File: src/rtl/mem_access_if.sv
// Data-bus interface between the memory stage and the data memory.
// Single outstanding request: req/gnt address phase, rvalid data phase.
interface mem_access_if #(
  parameter int DATA_WIDTH = 32
);

  logic                  bus_req;
  logic                  bus_we;
  logic [DATA_WIDTH-1:0] bus_addr;
  logic [DATA_WIDTH-1:0] bus_wdata;
  logic [3:0]            bus_be;
  logic                  bus_gnt;
  logic                  bus_rvalid;
  logic [DATA_WIDTH-1:0] bus_rdata;

  modport master (
    output bus_req,
    output bus_we,
    output bus_addr,
    output bus_wdata,
    output bus_be,
    input  bus_gnt,
    input  bus_rvalid,
    input  bus_rdata
  );

  modport slave (
    input  bus_req,
    input  bus_we,
    input  bus_addr,
    input  bus_wdata,
    input  bus_be,
    output bus_gnt,
    output bus_rvalid,
    output bus_rdata
  );

endinterface

File: src/rtl/mem_access.sv
// Memory stage: turns EX/MEM loads/stores into data-bus requests,
// stalls while an access is in flight, and extends load results.
module mem_access #(
  parameter int DATA_WIDTH = 32
) (
  input  logic                  clk,
  input  logic                  rst_n,
  input  logic                  in_valid,
  input  logic                  mem_read,
  input  logic                  mem_write,
  input  logic [2:0]            funct3,
  input  logic [DATA_WIDTH-1:0] addr,
  input  logic [DATA_WIDTH-1:0] store_data,
  input  logic                  flush,
  output logic                  stall,
  mem_access_if.master          bus,
  output logic                  load_valid,
  output logic [DATA_WIDTH-1:0] load_data,
  output logic                  misaligned
);

  localparam logic [1:0] IDLE  = 2'd0;
  localparam logic [1:0] REQ   = 2'd1;
  localparam logic [1:0] WAIT  = 2'd2;
  localparam logic [1:0] DRAIN = 2'd3;

  logic [1:0] state;
  logic [1:0] state_nx;

  logic access;
  logic f_byte;
  logic f_half;
  logic f_word;
  logic aligned;
  logic accept;
  logic reject;

  logic [3:0]            st_be;
  logic [DATA_WIDTH-1:0] st_wdata;

  logic [1:0] ld_off;
  logic       ld_byte;
  logic       ld_half;
  logic       ld_uns;

  logic [DATA_WIDTH-1:0] rd_sh;
  logic [DATA_WIDTH-1:0] ld_ext;

  logic gnt;
  logic rvalid;
  logic take_load;

  assign gnt    = bus.bus_gnt;
  assign rvalid = bus.bus_rvalid;

  // Width decode; reserved encodings fall through to word.
  assign access = in_valid & (mem_read | mem_write);
  assign f_byte = (funct3[1:0] == 2'b00);
  assign f_half = (funct3[1:0] == 2'b01);
  assign f_word = ~f_byte & ~f_half;

  assign aligned = f_byte
                 | (f_half & ~addr[0])
                 | (f_word & (addr[1:0] == 2'b00));

  assign accept = (state == IDLE) & access
                & ~flush & aligned;
  assign reject = (state == IDLE) & access
                & ~flush & ~aligned;

  // Store lane replication and byte enables.
  always_comb begin
    st_be    = 4'b0000;
    st_wdata = '0;
    unique case (1'b1)
      f_byte: begin
        st_be    = 4'b0001 << addr[1:0];
        st_wdata = {4{store_data[7:0]}};
      end
      f_half: begin
        st_be    = 4'b0011 << addr[1:0];
        st_wdata = {2{store_data[15:0]}};
      end
      default: begin
        st_be    = 4'b1111;
        st_wdata = store_data;
      end
    endcase
  end

  // Next state and pipeline stall.
  always_comb begin
    state_nx = state;
    stall    = 1'b0;
    unique case (state)
      IDLE: begin
        if (accept) begin
          state_nx = REQ;
          stall    = 1'b1;
        end
      end
      REQ: begin
        if (flush) begin
          if (!gnt) begin
            state_nx = IDLE;
          end else if (bus.bus_we) begin
            state_nx = IDLE;
          end else begin
            state_nx = DRAIN;
          end
        end else if (gnt) begin
          if (bus.bus_we) begin
            state_nx = IDLE;
          end else begin
            state_nx = WAIT;
            stall    = 1'b1;
          end
        end else begin
          stall = 1'b1;
        end
      end
      WAIT: begin
        if (flush) begin
          state_nx = rvalid ? IDLE : DRAIN;
        end else if (rvalid) begin
          state_nx = IDLE;
        end else begin
          stall = 1'b1;
        end
      end
      default: begin
        stall = 1'b1;
        if (rvalid) begin
          state_nx = IDLE;
        end
      end
    endcase
  end

  assign take_load = (state == WAIT) & rvalid & ~flush;

  // Pick the addressed byte/half and extend it.
  assign rd_sh = bus.bus_rdata >> {ld_off, 3'b000};

  always_comb begin
    ld_ext = bus.bus_rdata;
    unique case (1'b1)
      ld_byte: ld_ext = {{24{~ld_uns & rd_sh[7]}},
                         rd_sh[7:0]};
      ld_half: ld_ext = {{16{~ld_uns & rd_sh[15]}},
                         rd_sh[15:0]};
      default: ld_ext = bus.bus_rdata;
    endcase
  end

  // FSM state register.
  always_ff @(posedge clk or negedge rst_n) begin
    if (!rst_n) begin
      state <= IDLE;
    end else begin
      state <= state_nx;
    end
  end

  // Bus request; the address phase is frozen until granted.
  always_ff @(posedge clk or negedge rst_n) begin
    if (!rst_n) begin
      bus.bus_req   <= 1'b0;
      bus.bus_we    <= 1'b0;
      bus.bus_addr  <= '0;
      bus.bus_wdata <= '0;
      bus.bus_be    <= 4'b0000;
    end else begin
      bus.bus_req <= (state_nx == REQ);
      if (accept) begin
        bus.bus_we    <= ~mem_read;
        bus.bus_addr  <= {addr[DATA_WIDTH-1:2], 2'b00};
        bus.bus_wdata <= mem_read ? '0 : st_wdata;
        bus.bus_be    <= st_be;
      end
    end
  end

  // Load shape captured at accept for use when data returns.
  always_ff @(posedge clk or negedge rst_n) begin
    if (!rst_n) begin
      ld_off  <= 2'b00;
      ld_byte <= 1'b0;
      ld_half <= 1'b0;
      ld_uns  <= 1'b0;
    end else if (accept) begin
      ld_off  <= addr[1:0];
      ld_byte <= f_byte;
      ld_half <= f_half;
      ld_uns  <= funct3[2];
    end
  end

  // Result pulses: load data return and misalignment reject.
  always_ff @(posedge clk or negedge rst_n) begin
    if (!rst_n) begin
      load_valid <= 1'b0;
      load_data  <= '0;
      misaligned <= 1'b0;
    end else begin
      load_valid <= take_load;
      misaligned <= reject;
      if (take_load) begin
        load_data <= ld_ext;
      end
    end
  end

endmodule

File: src/flat_wrapper.sv
// flat-port wrapper written by rule: the top's interface ports become plain ports
module mem_access_flat 
#(
  parameter int DATA_WIDTH = 32
)
  (clk, rst_n, in_valid, mem_read, mem_write, funct3, addr, store_data, flush, stall, load_valid, load_data, misaligned, bus_bus_req, bus_bus_we, bus_bus_addr, bus_bus_wdata, bus_bus_be, bus_bus_gnt, bus_bus_rvalid, bus_bus_rdata);
  mem_access_if #(.DATA_WIDTH(DATA_WIDTH)) bus_i ();
  input  logic clk;
  input  logic rst_n;
  input  logic in_valid;
  input  logic mem_read;
  input  logic mem_write;
  input  logic [2:0] funct3;
  input  logic [DATA_WIDTH-1:0] addr;
  input  logic [DATA_WIDTH-1:0] store_data;
  input  logic flush;
  output logic stall;
  output logic load_valid;
  output logic [DATA_WIDTH-1:0] load_data;
  output logic misaligned;
  output wire logic [$bits(bus_i.bus_req)-1:0] bus_bus_req;
  output wire logic [$bits(bus_i.bus_we)-1:0] bus_bus_we;
  output wire logic [$bits(bus_i.bus_addr)-1:0] bus_bus_addr;
  output wire logic [$bits(bus_i.bus_wdata)-1:0] bus_bus_wdata;
  output wire logic [$bits(bus_i.bus_be)-1:0] bus_bus_be;
  input wire logic [$bits(bus_i.bus_gnt)-1:0] bus_bus_gnt;
  input wire logic [$bits(bus_i.bus_rvalid)-1:0] bus_bus_rvalid;
  input wire logic [$bits(bus_i.bus_rdata)-1:0] bus_bus_rdata;
  assign bus_bus_req = bus_i.bus_req;
  assign bus_bus_we = bus_i.bus_we;
  assign bus_bus_addr = bus_i.bus_addr;
  assign bus_bus_wdata = bus_i.bus_wdata;
  assign bus_bus_be = bus_i.bus_be;
  assign bus_i.bus_gnt = bus_bus_gnt;
  assign bus_i.bus_rvalid = bus_bus_rvalid;
  assign bus_i.bus_rdata = bus_bus_rdata;
  mem_access #(.DATA_WIDTH(DATA_WIDTH)) u_core (.clk(clk), .rst_n(rst_n), .in_valid(in_valid), .mem_read(mem_read), .mem_write(mem_write), .funct3(funct3), .addr(addr), .store_data(store_data), .flush(flush), .stall(stall), .bus(bus_i), .load_valid(load_valid), .load_data(load_data), .misaligned(misaligned));
endmodule
File: config.mk
export PLATFORM = sky130hd
export DESIGN_NAME = mem_access_flat
export DESIGN_NICKNAME = d
export VERILOG_FILES = /design/src/rtl/mem_access_if.sv /design/src/rtl/mem_access.sv /design/src/flat_wrapper.sv
export SDC_FILE = /design/constraint.sdc
export NUM_CORES = 1
export LEC_CHECK = 0
export BUFFER_PORTS_ARGS = -buffer_cell sky130_fd_sc_hd__buf_2
export CORE_AREA = 2 2 134 136
export CTS_CLUSTER_SIZE = 30
export DETAILED_ROUTE_END_ITERATION = 12
export DIE_AREA = 0 0 136 138
export PLACE_DENSITY = 0.62
export SLEW_MARGIN = 10
export SYNTH_ARGS = -nofsm -noshare
export SYNTH_HDL_FRONTEND = slang
export SYNTH_SLANG_ARGS = --single-unit
File: constraint.sdc
create_clock -name clk -period 2.1 [get_ports clk]
set_input_delay 0 -clock clk [delete_from_list [all_inputs] [get_ports clk]]
set_output_delay 0 -clock clk [all_outputs]
set_load 0.02 [all_outputs]
==> results.py, run 1 <==
metrics = {
    "final_layout": {
        "antenna_cells": 0,
        "area_delta_synth_final_pct": 49.5,
        "utilization_pct": 43.9,
        "nets": 884,
        "drive_gt1_share_pct": 37.6,
    },
    "detailed_routing": {
        "ant_nets": 0,
        "routed_wl_mm": 16.6,
        "drt_first_iter_violations": 224,
        "first_pass_iters": 4,
        "vias": 4891,
        "drc": 0,
        "viasPerCell": 4.84,
        "wire_per_inst_um": 16.5,
    },
    "critical_path": {
        "regToRegSetupSlack_ns": -0.05,
        "start_kind": "register",
        "r2r-end": "u_core.bus.bus_addr[19]",
        "critPathSlowestCell": "or4b_4",
        "cp_data_arrival_time_ns": 2.40,
        "path_cells": "or4b_4 -> or2_4 -> buf_4 -> nor2_4 -> buf_12 -> mux2_2",
        "critPathRequiredTime_ns": 2.34,
        "reg2reg_depth": 6,
        "worst-setup-path-type": "register to register",
        "critPathTopFamily": "simple AND/OR/NAND/NOR gates",
        "critPathBufInv": 2,
        "max_stage_delay_ns": 0.54,
        "path_max_fanout": 34,
        "end_kind": "register",
        "rr_startpoint": "u_core.state[0]",
    },
    "placement": {
        "dpl.hpwl_mm": 11.6,
        "gp_routability_congestion": 0.784,
        "io_buffers": 209,
    },
    "cts": {
        "cts_root_buffer": "clkbuf_16",
        "htreeDepth": 3,
        "path_clk_slew_ns": 0.08,
        "cts.sinks": 109,
        "cts_tree": "built",
        "cts_made_buffers": 9,
        "clk_latency_ns": 0.36,
        "cts.path.max_buffers": 2,
    },
    "job": {
        "cap_violations": 0,
    },
    "logic_synthesis": {
        "synth-async-reset-ratio_pct": 100,
        "synth-seq-cells": 109,
        "synth_top_cell_area_share_pct": 53.0,
        "synth_area_um2": 5150,
        "synth_edf_count": 0,
        "syn_area_per_cell_um2": 10.5,
        "synthFlopType": "dfrtp_1",
        "yosys.area.top_type": "dfrtp_1",
        "yosysUniqueCellTypes": 41,
        "yosys_warnings": 0,
        "synth_top_cells_by_area": "dfrtp_1, mux2_2, o21ai_0",
        "synth-seq-area-share_pct": 53.0,
        "synthCells": 488,
    },
    "global_route": {
        "grt_overflow": 0,
        "grt_usage_pct": 17.9,
        "grt_pass1_wl_mm": 26.6,
        "grt_pass1_vias": 5126,
        "antenna_found_initial": 0,
        "grt_max_degree": 39,
    },
    "floorplanning": {
        "die_height_um": 138,
        "ioPinCount": 212,
        "std_cell_rows": 49,
        "start_util_pct": 29.3,
        "die_w_um": 136,
        "dieArea_um2": 18800,
        "coreArea_um2": 17500,
    },
    "sta": {
        "max_slew_margin_pct": 63.9,
        "finalMaxSlewViolations": 0,
        "finClkSkew_ns": 0.0139,
        "setup_ws_ns": -0.0544,
        "worst_pin_slew_ns": 0.537,
        "clock.fmax_mhz": 464,
        "grt_setup_unrepaired": "true",
        "min_period_ns": 2.15,
        "setup_tns_ns": -1.53,
        "fin_hold_ws_ns": 0.00776,
        "finalHoldViolations": 0,
        "period_share_pct": 103,
        "setup_violations": 34,
    },
    "worst_hold_path": {
        "hp-start": "bus_bus_rdata[4]",
        "worstHoldPathCells": 3,
        "holdCritPathClass": "input pin to register",
        "hold_end": "u_core.load_data[4]",
    },
    "pwr": {
        "ir_drop_mv": 0.466,
        "p_leak_nw": 3.71,
        "p_total_mw": 8.89,
        "power_density_nw_per_um2": 1160,
    },
    "status": {
        "outcome": "finished with violations",
        "violations": "negative setup slack",
    },
}
-- area by class of cell --
type	instances	area, um2
clock buffers	11	253
repair buffers	318	2130
flip-flops and latches	109	2730
inverters	9	33.8
well taps	229	287
clock inverters	5	65.1
multi-input cells	330	2200
fillers	1708	9840
-- stage by stage --
step | setup WS (ns) | cells | area (um2)
6_report | -0.0544 | 1011 | 7690
4_1_cts | -0.0628 | 1010 | 7670
2_1_floorplan | 0.0209 | 489 | 5150
5_1_grt | -0.117 | 1011 | 7690
3_3_place_gp | 0.0670 | 911 | 6520
3_5_place_dp | 0.0409 | 911 | 6520
-- how the worst max path moves through the flow --
stage                          startpoint                 endpoint  slack, ns  cells past startpoint
final                     u_core.state[0]  u_core.bus.bus_addr[19]      -0.05                      6
after global routing      u_core.state[0]  u_core.bus.bus_addr[25]      -0.12                      6
after CTS                 u_core.state[0]  u_core.bus.bus_addr[30]      -0.06                      6
after detailed placement  u_core.state[0]  u_core.bus.bus_addr[19]       0.04                      5
after global placement    u_core.state[0]  u_core.bus.bus_addr[11]       0.07                      5
after floorplan           u_core.state[0]  u_core.bus.bus_addr[10]       0.02                      6
-- layer usage --
metal / up-vias / wire, um / GRT usage, %
li1: 2339 / - / -
met1: 2349 / 6930 / 21.9
met2: 183 / 8170 / 30.4
met3: 20 / 1210 / 4.84
met4: 0 / 334 / 6.14
met5: - / 0 / 0
-- synth_stat cells, drive strengths merged (4+ instances only) --
cell,n
inv,9
a22oi,7
o311ai,7
or2,4
dfrtp,109
clkbuf,30
buf,11
a21oi,22
o2bb2ai,6
nand3,21
nand2,37
o22ai,9
nor2,26
mux2i,26
a32oi,7
nand2b,18
o31ai,25
o21ai,57
mux2,35
-- cell usage in the layout (no fill, tap or decap), types with 2 or more instances in the layout --
cell type      count
nor2b_1            2
mux2i_1           26
or2_2              2
inv_1              9
mux2_2            34
or2_4              2
dfrtp_1          109
o21ai_0           50
buf_4             24
a21oi_1           22
nand3b_1           2
buf_12             4
inv_6              3
clkbuf_16          9
o31ai_1           25
o211ai_1           3
o2bb2ai_1          6
a21o_1             2
nor2_1            24
o21ai_1            7
buf_2            207
o311ai_0           6
conb_1             2
nand2b_1          18
a32oi_1            7
nand3_1           21
clkbuf_8           2
dlygate4sd3_1     83
a22oi_1            7
o22ai_1            9
nand2_1           37
-- cell families after synthesis --
| group | share of synthesized area [%] |
|---|---|
| flops | 53.0 |
| compound gates | 18.4 |
| xor+xnor | 0.170 |
| other cells | 0.0729 |
| simple gates | 10.8 |
| buf+inv | 4.81 |
| mux | 12.7 |
-- tightest hold or removal path: stages --
cell,delay (ns)
buf_2,0.08
o22ai_1,0.07
o21ai_0,0.17
-- timing repair --
item	in CTS	in global routing
resized for setup	3	9
hold buffers	83	0
pin swaps	2	0
setup buffers	1	1
setup endpoints to repair	1	43
endpoints found under the hold margin	154	0
-- power by group --
part           total [mW]  internal [mW]  switching [mW]  leakage [nW]
clock network        1.83           1.01           0.827         0.157
registers            3.34           2.87           0.473          1.37
logic                3.71           1.48            2.23          2.19
total                8.89           5.36            3.53          3.71
-- flip-flops by register name, summed over array words and instances (netlist names), 2 cells and up --
signal and cells:
u_core.bus.bus_wdata 32, u_core.load_data 32, u_core.bus.bus_addr 30, u_core.bus.bus_be 4
u_core.ld_off 2, u_core.state 2
Power figures use the tool's default switching activity.
==> run 2, diff against run 1 <==
--- a/config.mk
+++ b/config.mk
@@ -10,7 +10,7 @@
 export CTS_CLUSTER_SIZE = 30
 export DETAILED_ROUTE_END_ITERATION = 12
 export DIE_AREA = 0 0 136 138
-export PLACE_DENSITY = 0.62
+export PLACE_DENSITY = 0.6
 export SLEW_MARGIN = 10
 export SYNTH_ARGS = -nofsm -noshare
 export SYNTH_HDL_FRONTEND = slang
==> constraint.sdc (replaced) <==
create_clock -name clk -period 2 [get_ports clk]
set_input_delay 0 -clock clk [delete_from_list [all_inputs] [get_ports clk]]
set_output_delay 0 -clock clk [all_outputs]
set_load 0.02 [all_outputs]
==> run 2 against run 1 <==
The flow still finishes with violations (negative setup slack); hold slack got worse by 0.00066 ns; via count rose by 1.9%; clock power rose by 5%; routed wire length rose by 3.8%; utilization rose by 1.2 points; non-clock buffer count rose by 10; global-route usage fell by 0.092 points; sequential cell count did not move; sequential power rose by 5%.
==> results.py, run 2 (synthesis gave the netlist of run 1 again) <==
metrics = {
    "status": {
        "violations": "negative setup slack",
        "outcome": "finished with violations",
    },
    "detailed_routing": {
        "ant_nets": 0,
        "vias": 4984,
        "routed_wl_mm": 17.3,
        "viasPerCell": 4.88,
        "wire_per_inst_um": 16.9,
        "drt_first_iter_violations": 174,
        "first_pass_iters": 4,
        "drc": 0,
    },
    "sta": {
        "min_period_ns": 2.09,
        "setup_violations": 35,
        "finClkSkew_ns": 0.0111,
        "setup_ws_ns": -0.0924,
        "finalHoldViolations": 0,
        "fin_hold_ws_ns": 0.00709,
        "max_slew_margin_pct": 56.9,
        "period_share_pct": 105,
        "clock.fmax_mhz": 478,
        "finalMaxSlewViolations": 0,
        "worst_pin_slew_ns": 0.647,
        "grt_setup_unrepaired": "true",
    },
    "final_layout": {
        "utilization_pct": 45.1,
        "nets": 894,
        "drive_gt1_share_pct": 38.6,
        "final_common_cell": "buf_2",
        "mostFrequentLayoutCells": "buf_2, dfrtp_1, dlygate4sd3_1",
        "largestRegisters": "u_core.bus.bus_wdata x32, u_core.load_data x32, u_core.bus.bus_addr x30",
        "area_delta_synth_final_pct": 53.6,
    },
    "global_route": {
        "grt_overflow": 0,
        "grt_pass1_vias": 4995,
        "grt_usage_pct": 17.8,
        "antenna_found_initial": 1,
        "grt_pass1_wl_mm": 26.5,
        "grt-busiest-layer": "met2",
        "grt.met2_usage_pct": 29.2,
        "use_met3_pct": 4.95,
        "use_met1_pct": 22.8,
        "grt_max_degree": 48,
    },
    "critical_path": {
        "path_cells": "or4b_4 -> or2_4 -> buf_6 -> nor2_4 -> buf_12 -> clkbuf_16 -> mux2_4",
        "cp_data_arrival_time_ns": 2.34,
        "start_kind": "register",
        "critPathBufInv": 3,
        "max_stage_delay_ns": 0.52,
        "critPathSlowestCell": "or4b_4",
        "path_max_fanout": 6,
        "critPathRequiredTime_ns": 2.25,
        "worst-setup-path-type": "register to register",
        "critPathTopFamily": "simple AND/OR/NAND/NOR gates",
        "end_kind": "register",
    },
    "floorplanning": {
        "die_height_um": 138,
        "die_w_um": 136,
        "dieArea_um2": 18800,
        "std_cell_rows": 49,
        "coreArea_um2": 17500,
        "ioPinCount": 212,
        "start_util_pct": 29.3,
    },
    "pwr": {
        "power_density_nw_per_um2": 1200,
        "p_leak_nw": 3.84,
        "ir_drop_mv": 0.593,
    },
    "placement": {
        "io_buffers": 209,
        "gp_routability_congestion": 0.806,
        "dpl.hpwl_mm": 11.6,
    },
    "worst_hold_path": {
        "holdCritPathClass": "input pin to register",
    },
    "cts": {
        "cts_made_buffers": 9,
        "clk_latency_ns": 0.36,
        "cts.sinks": 109,
        "path_clk_slew_ns": 0.08,
        "cts_tree": "built",
        "htreeDepth": 3,
        "cts.path.max_buffers": 2,
        "cts_root_buffer": "clkbuf_16",
    },
    "job": {
        "cap_violations": 0,
    },
}
[run 2: power by group]
part | leakage, nW | total (mW) | internal (mW) | switching (mW)
clock | 0.151 | 1.93 | 1.03 | 0.901
sequential | 1.37 | 3.50 | 3.01 | 0.490
combinational | 2.32 | 4.06 | 1.68 | 2.38
[run 2: final timing paths]
kind                                     startpoint  slack (ns)                       end  cells past startpoint
worst max-delay path                u_core.state[0]       -0.09    u_core.bus.bus_addr[4]                      7
worst min register to register  u_core.load_data[1]        0.48       u_core.load_data[1]                      2
worst min-delay path                 store_data[30]       0.007  u_core.bus.bus_wdata[30]                      3
max in group asynchronous                     rst_n        1.06   u_core.bus.bus_addr[28]                      3
worst max register to register      u_core.state[0]       -0.09    u_core.bus.bus_addr[4]                      7
min in group asynchronous                     rst_n        0.20   u_core.bus.bus_addr[17]                      2
[run 2: layer usage]
metal / vias to the layer above / share of wire, %
met5: - / 0
met3: 19 / 7.4
met2: 184 / 47
met4: 0 / 1.8
met1: 2412 / 44
li1: 2369 / -
[run 2: worst reg2reg max path: cells and delay by family, from the launching register on]
family,cells,cell delay [ns]
flip-flops,1,0.38
AND/OR/NAND/NOR,3,0.88
buffers and inverters,3,0.42
multiplexers,1,0.30
[run 2: timing repair]
action | CTS | global route
setup buffers | 1 | 1
endpoints found under the hold margin | 127 | 0
gates cloned | 0 | 3
hold buffers | 84 | 0
resized for setup | 5 | 22
pin swaps | 2 | 3
endpoints found under the setup margin | 31 | 57
[run 2: layout make-up]
cell class | count | area [um2]
antenna | 1 | 2.50
clock buffer | 11 | 243
clock inverter | 5 | 65.1
fill | 1687 | 9630
inverter | 9 | 33.8
multi-input combinational | 330 | 2290
sequential | 109 | 2730
tap | 229 | 287
timing repair buffer | 328 | 2250
[run 2: stage by stage]
step	power, mW	TNS, ns	setup WS [ns]	instance area, um2	cells
floorplan	5.87	-2.31	-0.0643	5190	489
global placement	7.30	0	0.00398	6580	917
detailed placement	7.36	-0.411	-0.0383	6580	917
CTS	9.45	-3.09	-0.136	7750	1017
global route	10.1	-4.62	-0.144	7900	1021
finish	9.49	-2.69	-0.0924	7900	1022
